[config.mk]
export PLATFORM = sky130hd
export DESIGN_NAME = nbit_pipe_register_flat
export DESIGN_NICKNAME = d
export VERILOG_FILES = /design/src/rtl/nbit_pipe_register_if.sv /design/src/rtl/nbit_pipe_register.sv /design/src/flat_wrapper.sv
export SDC_FILE = /design/constraint.sdc
export NUM_CORES = 1
export LEC_CHECK = 0
export ABC_AREA = 1
export BUFFER_PORTS_ARGS = -buffer_cell sky130_fd_sc_hd__buf_2
export CORE_MARGIN = 2
export CORE_UTILIZATION = 51
export CTS_BUF_LIST = sky130_fd_sc_hd__clkbuf_16
export CTS_CLUSTER_DIAMETER = 120
export CTS_CLUSTER_SIZE = 24
export DETAILED_ROUTE_END_ITERATION = 8
export PLACE_DENSITY = 0.77
export SETUP_SLACK_MARGIN = 0.02
export SYNTH_ARGS = -nofsm -noshare
export SYNTH_HDL_FRONTEND = slang
export SYNTH_SLANG_ARGS = --single-unit
[constraint.sdc]
create_clock -name clk -period 3.4 [get_ports clk]
set_clock_uncertainty 0.15 [all_clocks]
set_input_delay 0.34 -clock clk [delete_from_list [all_inputs] [get_ports clk]]
set_output_delay 0.34 -clock clk [all_outputs]
set_load 0.02 [all_outputs]
[src/rtl/nbit_pipe_register_if.sv]
// nbit_pipe_register_if: valid/ready bus bundle for nbit_pipe_register.
// The flush signal exists only when PIPE_FLUSH_EN is defined.
// slave = the pipeline itself, master = the surrounding logic driving it.
interface nbit_pipe_register_if #(
  parameter int N     = 32,
  parameter int DEPTH = 2
);
  localparam int CW = $clog2(DEPTH + 1);

  logic [N-1:0]  in_data;
  logic          in_valid;
  logic          in_ready;
  logic [N-1:0]  out_data;
  logic          out_valid;
  logic          out_ready;
  logic [CW-1:0] occupancy;

`ifdef PIPE_FLUSH_EN
  logic          flush;

  modport master (
    output in_data, in_valid, out_ready, flush,
    input  in_ready, out_data, out_valid, occupancy
  );

  modport slave (
    input  in_data, in_valid, out_ready, flush,
    output in_ready, out_data, out_valid, occupancy
  );
`else
  modport master (
    output in_data, in_valid, out_ready,
    input  in_ready, out_data, out_valid, occupancy
  );

  modport slave (
    input  in_data, in_valid, out_ready,
    output in_ready, out_data, out_valid, occupancy
  );
`endif
endinterface

[src/rtl/nbit_pipe_register.sv]
// nbit_pipe_register: DEPTH-stage elastic pipeline of N-bit registers with
// per-stage valid bits, valid/ready backpressure and bubble collapse.
// Stage 0 faces the input, stage DEPTH-1 drives the output.
// Optional synchronous flush is built in when PIPE_FLUSH_EN is defined.
module nbit_pipe_register #(
  parameter int N     = 32,
  parameter int DEPTH = 2
) (
  input  logic                clk,
  input  logic                rst_n,
  nbit_pipe_register_if.slave bus
);
  localparam int CW = $clog2(DEPTH + 1);

  logic [DEPTH-1:0] v;
  logic [N-1:0]     d [DEPTH];
  logic [DEPTH-1:0] rdy;
  logic [CW-1:0]    occ;
  logic             in_xfer;
  logic             out_xfer;
  logic             clr;

`ifdef PIPE_FLUSH_EN
  assign clr = bus.flush;
`else
  assign clr = 1'b0;
`endif

  for (genvar i = 0; i < DEPTH; i++) begin : g_stage
    // Unrolled form of rdy[i] = !v[i] || rdy[i+1] with rdy[DEPTH] = out_ready:
    // a stage can load if the sink is ready or any stage at/after it is empty.
    // Written this way so each bit depends only on v and out_ready.
    assign rdy[i] = bus.out_ready || !(&v[DEPTH-1:i]);

    if (i == 0) begin : g_head
      // head stage: load from the upstream port whenever it can move
      always_ff @(posedge clk or negedge rst_n) begin
        if (!rst_n) begin
          v[0] <= 1'b0;
          d[0] <= '0;
        end else if (clr) begin
          v[0] <= 1'b0;
        end else if (rdy[0]) begin
          v[0] <= bus.in_valid;
          if (bus.in_valid) d[0] <= bus.in_data;
        end
      end
    end else begin : g_body
      // body stage: take the previous stage's word whenever it can move
      always_ff @(posedge clk or negedge rst_n) begin
        if (!rst_n) begin
          v[i] <= 1'b0;
          d[i] <= '0;
        end else if (clr) begin
          v[i] <= 1'b0;
        end else if (rdy[i]) begin
          v[i] <= v[i-1];
          if (v[i-1]) d[i] <= d[i-1];
        end
      end
    end
  end

  assign in_xfer  = bus.in_valid && rdy[0];
  assign out_xfer = v[DEPTH-1] && bus.out_ready;

  // occupancy tracks accepted minus delivered words; flush empties it
  always_ff @(posedge clk or negedge rst_n) begin
    if (!rst_n) begin
      occ <= '0;
    end else if (clr) begin
      occ <= '0;
    end else begin
      occ <= occ + CW'(in_xfer) - CW'(out_xfer);
    end
  end

  assign bus.in_ready  = rdy[0];
  assign bus.out_valid = v[DEPTH-1];
  assign bus.out_data  = d[DEPTH-1];
  assign bus.occupancy = occ;

endmodule
[src/flat_wrapper.sv]
// flat-port wrapper written by rule: the top's interface ports become plain ports
module nbit_pipe_register_flat 
#(
  parameter int N     = 32,
  parameter int DEPTH = 2
)
  (clk, rst_n, bus_in_data, bus_in_valid, bus_out_ready, bus_in_ready, bus_out_data, bus_out_valid, bus_occupancy);
  nbit_pipe_register_if #(.N(N), .DEPTH(DEPTH)) bus_i ();
  input  logic clk;
  input  logic rst_n;
  input wire logic [$bits(bus_i.in_data)-1:0] bus_in_data;
  input wire logic [$bits(bus_i.in_valid)-1:0] bus_in_valid;
  input wire logic [$bits(bus_i.out_ready)-1:0] bus_out_ready;
  output wire logic [$bits(bus_i.in_ready)-1:0] bus_in_ready;
  output wire logic [$bits(bus_i.out_data)-1:0] bus_out_data;
  output wire logic [$bits(bus_i.out_valid)-1:0] bus_out_valid;
  output wire logic [$bits(bus_i.occupancy)-1:0] bus_occupancy;
  assign bus_i.in_data = bus_in_data;
  assign bus_i.in_valid = bus_in_valid;
  assign bus_i.out_ready = bus_out_ready;
  assign bus_in_ready = bus_i.in_ready;
  assign bus_out_data = bus_i.out_data;
  assign bus_out_valid = bus_i.out_valid;
  assign bus_occupancy = bus_i.occupancy;
  nbit_pipe_register #(.N(N), .DEPTH(DEPTH)) u_core (.clk(clk), .rst_n(rst_n), .bus(bus_i));
endmodule
==> flow_summary.toml <==
[clock_network]
cts_tree = "built"
cts_sinks = 68
ctsRootBufferMaster = "clkbuf_16"
htree_levels = 3
clock_latency_ns = 0.32
numCtsBuffers = 9
clk_pin_slew_ns = 0.05
cts_setup_buffers = 0
cts.path.max_buffers = 2

[worst_setup_path]
r2r-start = "u_core.bus.out_valid$_DFFE_PN0P_"
cp_num_buf_inv = 0
cp_data_required_time_ns = 3.45
slowest_stage = "nand2_2"
startpoint_type = "flop"
cp.arrival_ns = 2.07
cp-end-kind = "flop"
slowest_delay_ns = 0.55
critical_path_class = "flop to flop"
crit_path_max_fanout = 34
r2r_end = "u_core.bus.out_data[22]$_DFFE_PN0P_"
worstPathCellList = "nand2_2 -> nand2_2 -> nand2_1 -> nand2_1"
crit_family = "simple AND/OR/NAND/NOR gates"
reg2regPathDepth = 4
r2r_slack_ns = 1.38

[sta]
tns_ns = 0
post-route-period-util = 0.594
final-setup-viol-count = 0
tightest_slew_ns = 0.749
drv_slew = 0
slew_headroom = 0.500
clock.fmax_ghz = 0.495
fin_crit_ns = 2.02
timing_hold_violations_final = 0
grt_setup_unrepaired = "false"

[yosys]
yosysTopAreaCell = "dfrtp_1"
synth_compound_area_frac = 0
synth-edff-count = 0
synth-xor-area-share = 0
syn_inst = 335
syn_avg_cell_area_um2 = 8.95
synthMuxAreaShare = 0
synth_top_family_by_area = "simple AND/OR/NAND/NOR gates"
ys_ff_latch = 68
yosys.area_share.simple = 0.293
synth_common_cells = "nand2_1, dfrtp_1, nand3_1"
synth_top_area_frac = 0.568
synthAdderAreaFrac = 0.00835
ys_seq_area_frac = 0.568
netlist_area_um2 = 3000
synth_ff_type = "dfrtp_1"
ys_types = 12
netlist_top_cells_area = "dfrtp_1, nand2_1, nand3_1, buf_4, buf_2"
synth.most_common_cell = "nand2_1"
synthArstFlopShare = 1.00
synthesis.nets = 373
ys_warn_count = 0

[power]
vdd_drop_max_uv = 347
switchingPower_uw = 835
p_seq_frac = 0.426
p_sw_frac = 0.323
p_leak_uw = 0.00193
intPower_uw = 1750
total_power_uw = 2580
p_clk_frac = 0.330
power_density_nw_per_um2 = 765
combPwrFrac = 0.244

[floorplanning]
die_h_um = 80.7
start_util = 0.535
rows = 27
die-width_um = 80.7
die_area_um2 = 6510
fp.coreArea_um2 = 5610
ios = 72

[detailed_routing]
wl_per_cell_um = 13.2
ant_nets = 0
drtPass1Iterations = 4
vias = 2184
drt_iter0_markers = 197
drc_errors = 0
drt_wl_total_mm = 5.85
via_per_inst = 4.93

[global_route]
grt_pass1_vias = 2103
antenna_found_initial = 0
grt_usage = 0.200
grt_pass1_wl_mm = 9.74
grt_remaining_overflow = 0
grt_max_degree = 36

[status]
status = "completed"

[cells_and_area]
fill_cells = 523
drive_above_1_share = 0.240
diodes = 0
final_nets = 406
syn2layout_area_growth_pct = 12.6

[worst_hold_path]
hp-start = "bus_in_data[18]"
hp-class = "input pin to flop"
hold_depth = 3
hold_end = "u_core.d[50]$_DFFE_PN0P_"

[place]
dpl.hpwl_mm = 3.79
gp_congestion = 0.804
io_buffer_count = 71

[run]
maxCapViolCount = 0
routing by layer:
layer	track usage	part of all wire	vias up
met1	0.253	0.44	1014
li1	-	-	1097
met5	0	0	-
met3	0.0449	0.058	10
met4	0.0949	0.019	0
met2	0.324	0.49	63
cell usage in the layout (no fill, tap or decap):
master,n
nand2_1,136
dfrtp_1,68
nand3_4,1
nand3_1,65
clkbuf_16,9
ha_1,2
nand2_4,1
nand2_2,2
buf_4,2
inv_1,10
bufinv_16,1
buf_2,71
dlygate4sd3_1,1
clkinv_2,2
worst max path at each step:
stage                                startpoint                             endpoint  slack, ns  depth (start not counted)
2_1_floorplan  u_core.bus.out_valid$_DFFE_PN0P_    u_core.bus.occupancy[1]$_DFF_PN0_       1.86                          7
3_3_place_gp                      bus_out_ready  u_core.bus.out_data[13]$_DFFE_PN0P_       1.37                          6
3_5_place_dp                      bus_out_ready  u_core.bus.out_data[12]$_DFFE_PN0P_       1.31                          6
4_1_cts        u_core.bus.out_valid$_DFFE_PN0P_  u_core.bus.out_data[22]$_DFFE_PN0P_       1.37                          4
5_1_grt        u_core.bus.out_valid$_DFFE_PN0P_  u_core.bus.out_data[15]$_DFFE_PN0P_       1.19                          4
6_report       u_core.bus.out_valid$_DFFE_PN0P_  u_core.bus.out_data[22]$_DFFE_PN0P_       1.38                          4
logic make-up after synthesis:
group                      after synthesis
and+or+nand+nor                        205
DFF                                     68
buffers and inverters                   60
adders and majority gates                2
cell type report:
type | instances | area (um2) | share of cell area
Clock buffer | 9 | 225 | 0.0667
Clock inverter | 5 | 47.5 | 0.0141
Inverter | 8 | 30.0 | 0.00889
Multi-Input combinational cell | 207 | 902 | 0.267
Sequential cell | 68 | 1700 | 0.504
Tap cell | 72 | 90.1 | 0.0267
Timing Repair Buffer | 74 | 380 | 0.113
stage by stage:
step / area (um2) / utilization / std cells / worst slack, ns / hold WS [ns]
2_1_floorplan: 3000 / - / 335 / 1.86 / -0.106
3_3_place_gp: 3090 / 0.552 / 428 / 1.37 / 0.297
6_report: 3380 / 0.602 / 443 / 1.38 / 0.100
4_1_cts: 3380 / 0.602 / 443 / 1.37 / 0.0929
5_1_grt: 3380 / 0.602 / 443 / 1.19 / 0.0976
3_5_place_dp: 3090 / 0.552 / 428 / 1.31 / 0.303
what timing repair did:
action,in CTS,in global routing
gates resized for setup,0,0
hold endpoints to repair,34,0
hold buffers,1,0
worst min-delay path: cells and delay by family:
family / cells / cell delay (ns)
buffers and inverters: 1 / 0.07
AND/OR/NAND/NOR: 2 / 0.12
flip-flops by register name, summed over array words and instances (netlist names):
name,cells
u_core.bus.out_data,32
u_core.d,32
u_core.bus.occupancy,2
u_core.bus.out_valid,1
u_core.v,1
power groups by stage:
stage	logic [uW]	clock network, uW	registers [uW]
after floorplan	587	0	1100
after global placement	617	0	1110
after detailed placement	639	0	1110
after CTS	643	870	1100
after global routing	713	909	1120
final	631	852	1100
Power figures use the tool's default switching activity.
